[src/rtl/truth_table_sweeper_if.sv]
// Port bundle between the truth-table sweeper and the function block it checks.
// The master side is the sweeper. The slave side is the environment that owns start and s_in.
interface truth_table_sweeper_if;
  // start is a level request that is taken only while idle.
  // done is a one-cycle result-valid strobe, and the results stay stable until the next accepted start.
  logic       start;
  logic       s_in;
  logic       x;
  logic       y;
  logic       z;
  logic       busy;
  logic       done;
  logic       pass;
  logic [7:0] table_out;
  logic [3:0] err_count;
  logic [2:0] first_err;
  logic [1:0] dbg_state;

  modport master (
    input  start,
    input  s_in,
    output x,
    output y,
    output z,
    output busy,
    output done,
    output pass,
    output table_out,
    output err_count,
    output first_err,
    output dbg_state
  );

  modport slave (
    output start,
    output s_in,
    input  x,
    input  y,
    input  z,
    input  busy,
    input  done,
    input  pass,
    input  table_out,
    input  err_count,
    input  first_err,
    input  dbg_state
  );
endinterface

[src/rtl/truth_table_sweeper.sv]
// On-chip checker for a 3-input combinational block.
// It walks {x,y,z} through 000..111, samples s_in after SETTLE cycles and compares the table it builds against EXPECTED.
module truth_table_sweeper #(
  parameter int unsigned SETTLE   = 1,
  parameter logic [7:0]  EXPECTED = 8'h30
) (
  input  logic                    clk,
  input  logic                    reset,
  truth_table_sweeper_if.master   bus
);

  localparam logic [1:0] ST_IDLE   = 2'd0;
  localparam logic [1:0] ST_APPLY  = 2'd1;
  localparam logic [1:0] ST_SAMPLE = 2'd2;
  localparam logic [1:0] ST_DONE   = 2'd3;

  localparam logic [3:0] SETTLE_M1 = 4'(SETTLE - 1);

  logic [1:0] state_q, state_d;
  logic [2:0] idx_q, idx_d;
  logic [3:0] cnt_q, cnt_d;
  logic [7:0] table_q, table_d;
  logic [3:0] err_q, err_d;
  logic [2:0] first_q, first_d;
  logic       pass_q, pass_d;

  always_comb begin
    state_d = state_q;
    idx_d   = idx_q;
    cnt_d   = cnt_q;
    table_d = table_q;
    err_d   = err_q;
    first_d = first_q;
    pass_d  = pass_q;

    case (state_q)
      ST_IDLE: begin
        if (bus.start) begin
          state_d = ST_APPLY;
          idx_d   = 3'd0;
          cnt_d   = SETTLE_M1;
          table_d = 8'h00;
          err_d   = 4'd0;
          first_d = 3'd0;
          pass_d  = 1'b0;
        end
      end

      ST_APPLY: begin
        // The counter is loaded with SETTLE-1, so APPLY lasts exactly SETTLE cycles.
        if (cnt_q == 4'd0) begin
          state_d = ST_SAMPLE;
        end else begin
          cnt_d = cnt_q - 4'd1;
        end
      end

      ST_SAMPLE: begin
        table_d[idx_q] = bus.s_in;
        if (bus.s_in != EXPECTED[idx_q]) begin
          err_d = err_q + 4'd1;
          if (err_q == 4'd0) begin
            first_d = idx_q;
          end
        end
        if (idx_q == 3'd7) begin
          // pass is registered on entry to DONE so that it appears together with done.
          state_d = ST_DONE;
          pass_d  = (err_d == 4'd0);
        end else begin
          state_d = ST_APPLY;
          idx_d   = idx_q + 3'd1;
          cnt_d   = SETTLE_M1;
        end
      end

      ST_DONE: begin
        state_d = ST_IDLE;
      end

      default: begin
        state_d = ST_IDLE;
      end
    endcase
  end

  always_ff @(posedge clk) begin
    if (reset) begin
      state_q <= ST_IDLE;
      idx_q   <= 3'd0;
      cnt_q   <= 4'd0;
      table_q <= 8'h00;
      err_q   <= 4'd0;
      first_q <= 3'd0;
      pass_q  <= 1'b0;
    end else begin
      state_q <= state_d;
      idx_q   <= idx_d;
      cnt_q   <= cnt_d;
      table_q <= table_d;
      err_q   <= err_d;
      first_q <= first_d;
      pass_q  <= pass_d;
    end
  end

  // The stimulus is the vector index itself, so it stays at 111 after a sweep.
  assign bus.x         = idx_q[2];
  assign bus.y         = idx_q[1];
  assign bus.z         = idx_q[0];
  assign bus.busy      = (state_q == ST_APPLY) || (state_q == ST_SAMPLE);
  assign bus.done      = (state_q == ST_DONE);
  assign bus.pass      = pass_q;
  assign bus.table_out = table_q;
  assign bus.err_count = err_q;
  assign bus.first_err = first_q;
  assign bus.dbg_state = state_q;

endmodule
[src/flat_wrapper.sv]
// flat-port wrapper written by rule: the top's interface ports become plain ports
module truth_table_sweeper_flat 
#(
  parameter int unsigned SETTLE   = 1,
  parameter logic [7:0]  EXPECTED = 8'h30
)
  (clk, reset, bus_start, bus_s_in, bus_x, bus_y, bus_z, bus_busy, bus_done, bus_pass, bus_table_out, bus_err_count, bus_first_err, bus_dbg_state);
  truth_table_sweeper_if bus_i ();
  input  logic clk;
  input  logic reset;
  input wire logic [$bits(bus_i.start)-1:0] bus_start;
  input wire logic [$bits(bus_i.s_in)-1:0] bus_s_in;
  output wire logic [$bits(bus_i.x)-1:0] bus_x;
  output wire logic [$bits(bus_i.y)-1:0] bus_y;
  output wire logic [$bits(bus_i.z)-1:0] bus_z;
  output wire logic [$bits(bus_i.busy)-1:0] bus_busy;
  output wire logic [$bits(bus_i.done)-1:0] bus_done;
  output wire logic [$bits(bus_i.pass)-1:0] bus_pass;
  output wire logic [$bits(bus_i.table_out)-1:0] bus_table_out;
  output wire logic [$bits(bus_i.err_count)-1:0] bus_err_count;
  output wire logic [$bits(bus_i.first_err)-1:0] bus_first_err;
  output wire logic [$bits(bus_i.dbg_state)-1:0] bus_dbg_state;
  assign bus_i.start = bus_start;
  assign bus_i.s_in = bus_s_in;
  assign bus_x = bus_i.x;
  assign bus_y = bus_i.y;
  assign bus_z = bus_i.z;
  assign bus_busy = bus_i.busy;
  assign bus_done = bus_i.done;
  assign bus_pass = bus_i.pass;
  assign bus_table_out = bus_i.table_out;
  assign bus_err_count = bus_i.err_count;
  assign bus_first_err = bus_i.first_err;
  assign bus_dbg_state = bus_i.dbg_state;
  truth_table_sweeper #(.SETTLE(SETTLE), .EXPECTED(EXPECTED)) u_core (.clk(clk), .reset(reset), .bus(bus_i));
endmodule
[config.mk]
export PLATFORM = sky130hd
export DESIGN_NAME = truth_table_sweeper_flat
export DESIGN_NICKNAME = d
export VERILOG_FILES = /design/src/rtl/truth_table_sweeper_if.sv /design/src/rtl/truth_table_sweeper.sv /design/src/flat_wrapper.sv
export SDC_FILE = /design/constraint.sdc
export NUM_CORES = 1
export LEC_CHECK = 0
export CORE_MARGIN = 2
export CORE_UTILIZATION = 34
export CTS_CLUSTER_SIZE = 20
export DETAILED_ROUTE_END_ITERATION = 10
export GPL_ROUTABILITY_DRIVEN = 1
export REMOVE_ABC_BUFFERS = 1
export SLEW_MARGIN = 40
export SYNTH_ARGS = -nofsm -noshare
export SYNTH_HDL_FRONTEND = slang
export SYNTH_SLANG_ARGS = --single-unit
[constraint.sdc]
create_clock -name clk -period 1.7 [get_ports clk]
set_input_delay 0.34 -clock clk [delete_from_list [all_inputs] [get_ports clk]]
set_output_delay 0.34 -clock clk [all_outputs]
set_load 0.05 [all_outputs]
==> results.toml <==
[run_status]
status = "finished clean"

[clock_tree]
cts_tree = "yes"
cts.sink_count = 26
cts_buffers = 3
clk_latency_ns = 0.27
cts-root-buf = "clkbuf_8"
cts.htree.levels = 1
hold_buffers = 0
cts_buffer_depth = 2
path_clk_slew_ns = 0.10

[finish]
drive_above_1_share = 0.335
area_growth_pct = 48.9
multi_input_area_um2 = 926
antennaDiodeCount = 0
final_nets = 253
regArea_um2 = 524
fillers = 382
final_util = 0.539

[synthesis]
syn_area_um2 = 1480
ys_warn_count = 0
synthCells = 184
synth_top_area_frac = 0.352
syn-mean-instance-area_um2 = 8.03
ys_ff_latch = 26
yosysUniqueCellTypes = 40
synth_area_leaders = "dfxtp_1 (35%), ha_1 (10%), a21oi_1 (9.8%), o21ai_0 (3.7%), inv_1 (2.8%)"
synth_seq_area_share = 0.352
synth.largest_area_cell = "dfxtp_1"

[setup_path]
cp_data_arrival_time_ns = 1.88
crit_fanout = 4
end_kind = "flop"
start_kind = "flop"
crit_type = "reg2reg"
ff2ff_path_depth = 6
worst-endpoint-required_ns = 1.91

[place]
gp_congestion = 0.842
dp_slack_ns = -0.197
port_buffers = 26
dp_hpwl_um = 2680

[route]
dr.pass1.iters = 4
wire_per_inst_um = 13.2
wirelength_um = 3780
drcViolationCount = 0
vias = 1442
vias_per_cell = 5.04
initialDrtViolationCount = 83
ant_nets = 0

[sta]
rsz0062_at_grt = "true"
hold_viol_final = 0
slew_headroom = 0.670
fmax_ghz = 0.602
finalCritPeriodShare = 0.978
setup-tns-final_ns = 0
final-setup-viol-count = 0
worst_slack_ns = 0.0376
fin_crit_ns = 1.66
clock_skew_ns = 0.00383
worst_pin_slew_ns = 0.492
maxSlewViolCount = 0

[power]
power_density_nw_per_um2 = 756
p_leak_uw = 0.000902
peakVddDrop_mv = 0.881

[die]
initial_core_util = 0.362
die_x_um = 69.9
core_region_area_um2 = 4090
ios = 27
rows = 23
die-height_um = 69.9
die_area_um2 = 4890

[worst_hold_path]
min_path_cells = 2
hold_class = "reg2reg"

[global_routing]
grt_usage = 0.162
antenna_found_initial = 0
grt_pass1_vias = 1435
grt_pass1_wl_um = 6590
grt.overflow.total = 0
grt_max_degree = 27

[flow_run]
drv_cap = 0
-- through the flow --
| stage | instances | hold WS, ns | instance area (um2) | total power (uW) |
|---|---|---|---|---|
| 4_1_cts | 284 | 0.484 | 2120 | 1660 |
| 3_5_place_dp | 278 | 0.472 | 2040 | 1120 |
| 2_1_floorplan | 174 | 0.409 | 1440 | 882 |
| 5_1_grt | 286 | 0.499 | 2200 | 1750 |
| 3_3_place_gp | 278 | 0.461 | 2040 | 1120 |
| 6_report | 286 | 0.482 | 2200 | 1660 |
-- sequential cells by signal, indices dropped and copies added (netlist names), named ones only --
register,flops
u_core.bus.table_out,8
u_core.bus.err_count,4
u_core.cnt_q,4
u_core.bus.first_err,3
u_core.idx_q,3
u_core.bus.dbg_state,2
u_core.bus.pass,1
-- Yosys cell counts, drive strengths merged --
| cell type | n |
|---|---|
| a22o | 1 |
| inv | 12 |
| nor3b | 1 |
| dfxtp | 26 |
| a21oi | 29 |
| mux2i | 2 |
| nor3 | 6 |
| a21o | 1 |
| xor2 | 1 |
| nand3 | 6 |
| ha | 12 |
| a22oi | 1 |
| a211oi | 2 |
| a221o | 1 |
| o41ai | 1 |
| or3 | 4 |
| o211ai | 1 |
| o21a | 1 |
| or4 | 3 |
| a222oi | 1 |
| a31o | 1 |
| clkbuf | 5 |
| nor2b | 6 |
| a31oi | 2 |
| nand2 | 12 |
| or3b | 1 |
| nand3b | 2 |
| xnor2 | 2 |
| buf | 5 |
| nand2b | 2 |
| and2 | 2 |
| o21ai | 18 |
| or2 | 1 |
| nor2 | 10 |
| nand4b | 1 |
| nor4 | 2 |
-- cell usage in the layout, fill, tap and decap left out, drive strengths merged, types with 4 or more instances in the layout --
cell type,synthesis,final
dfxtp,26,26
nor2,10,10
inv,12,12
ha,12,12
or3,4,4
nand3,6,6
nand2,12,12
nor2b,6,6
buf,5,55
nor3,6,6
a21oi,29,29
o21ai,18,18
-- power breakdown --
part | switching, uW | internal (uW) | total [uW]
clock | 206 | 315 | 522
sequential | 8.80 | 621 | 630
combinational | 284 | 228 | 513
-- layer usage --
| metal | track usage | wire, um | vias to the layer above |
|---|---|---|---|
| met3 | 0.0390 | 152 | 2 |
| met1 | 0.215 | 1790 | 661 |
| met4 | 0.0256 | 19 | 0 |
| li1 | - | - | 755 |
| met2 | 0.271 | 1810 | 24 |
| met5 | 0 | 0 | - |
-- final timing paths --
check                                             start                       to  slack, ns
worst max-delay path                    u_core.idx_q[0]          u_core.cnt_q[2]       0.04
worst max register to register          u_core.idx_q[0]          u_core.cnt_q[2]       0.04
worst min register to register  u_core.bus.first_err[0]  u_core.bus.first_err[0]       0.48
worst min-delay path            u_core.bus.first_err[0]  u_core.bus.first_err[0]       0.48
-- cell type report --
cell class | count | area share
Clock buffer | 3 | 0.0188
Sequential cell | 26 | 0.238
Inverter | 12 | 0.0205
Multi-Input combinational cell | 136 | 0.421
Clock inverter | 1 | 0.0136
Tap cell | 50 | 0.0284
Timing Repair Buffer | 58 | 0.260
-- worst max-delay path, stage by stage (launching register included) --
cell and delay [ns]:
dfxtp_2 0.35, ha_4 0.16, ha_4 0.16, nand2_2 0.07
nand3b_1 0.17, or4_4 0.56, a21oi_2 0.14
-- logic make-up after synthesis --
kind of cell | share of synthesized area
compound gates | 0.235
xor+xnor | 0.0178
fa+ha+maj | 0.102
buf+inv | 0.0593
flops | 0.352
mux | 0.0135
simple gates | 0.221
-- repair_timing --
action	in CTS	in global routing
cloned	0	0
pin swaps	1	5
setup endpoints to repair	3	24
setup buffers	2	2
endpoints found under the hold margin	0	0
gates resized for setup	1	16
No activity file was read; power rests on OpenSTA's default activity.
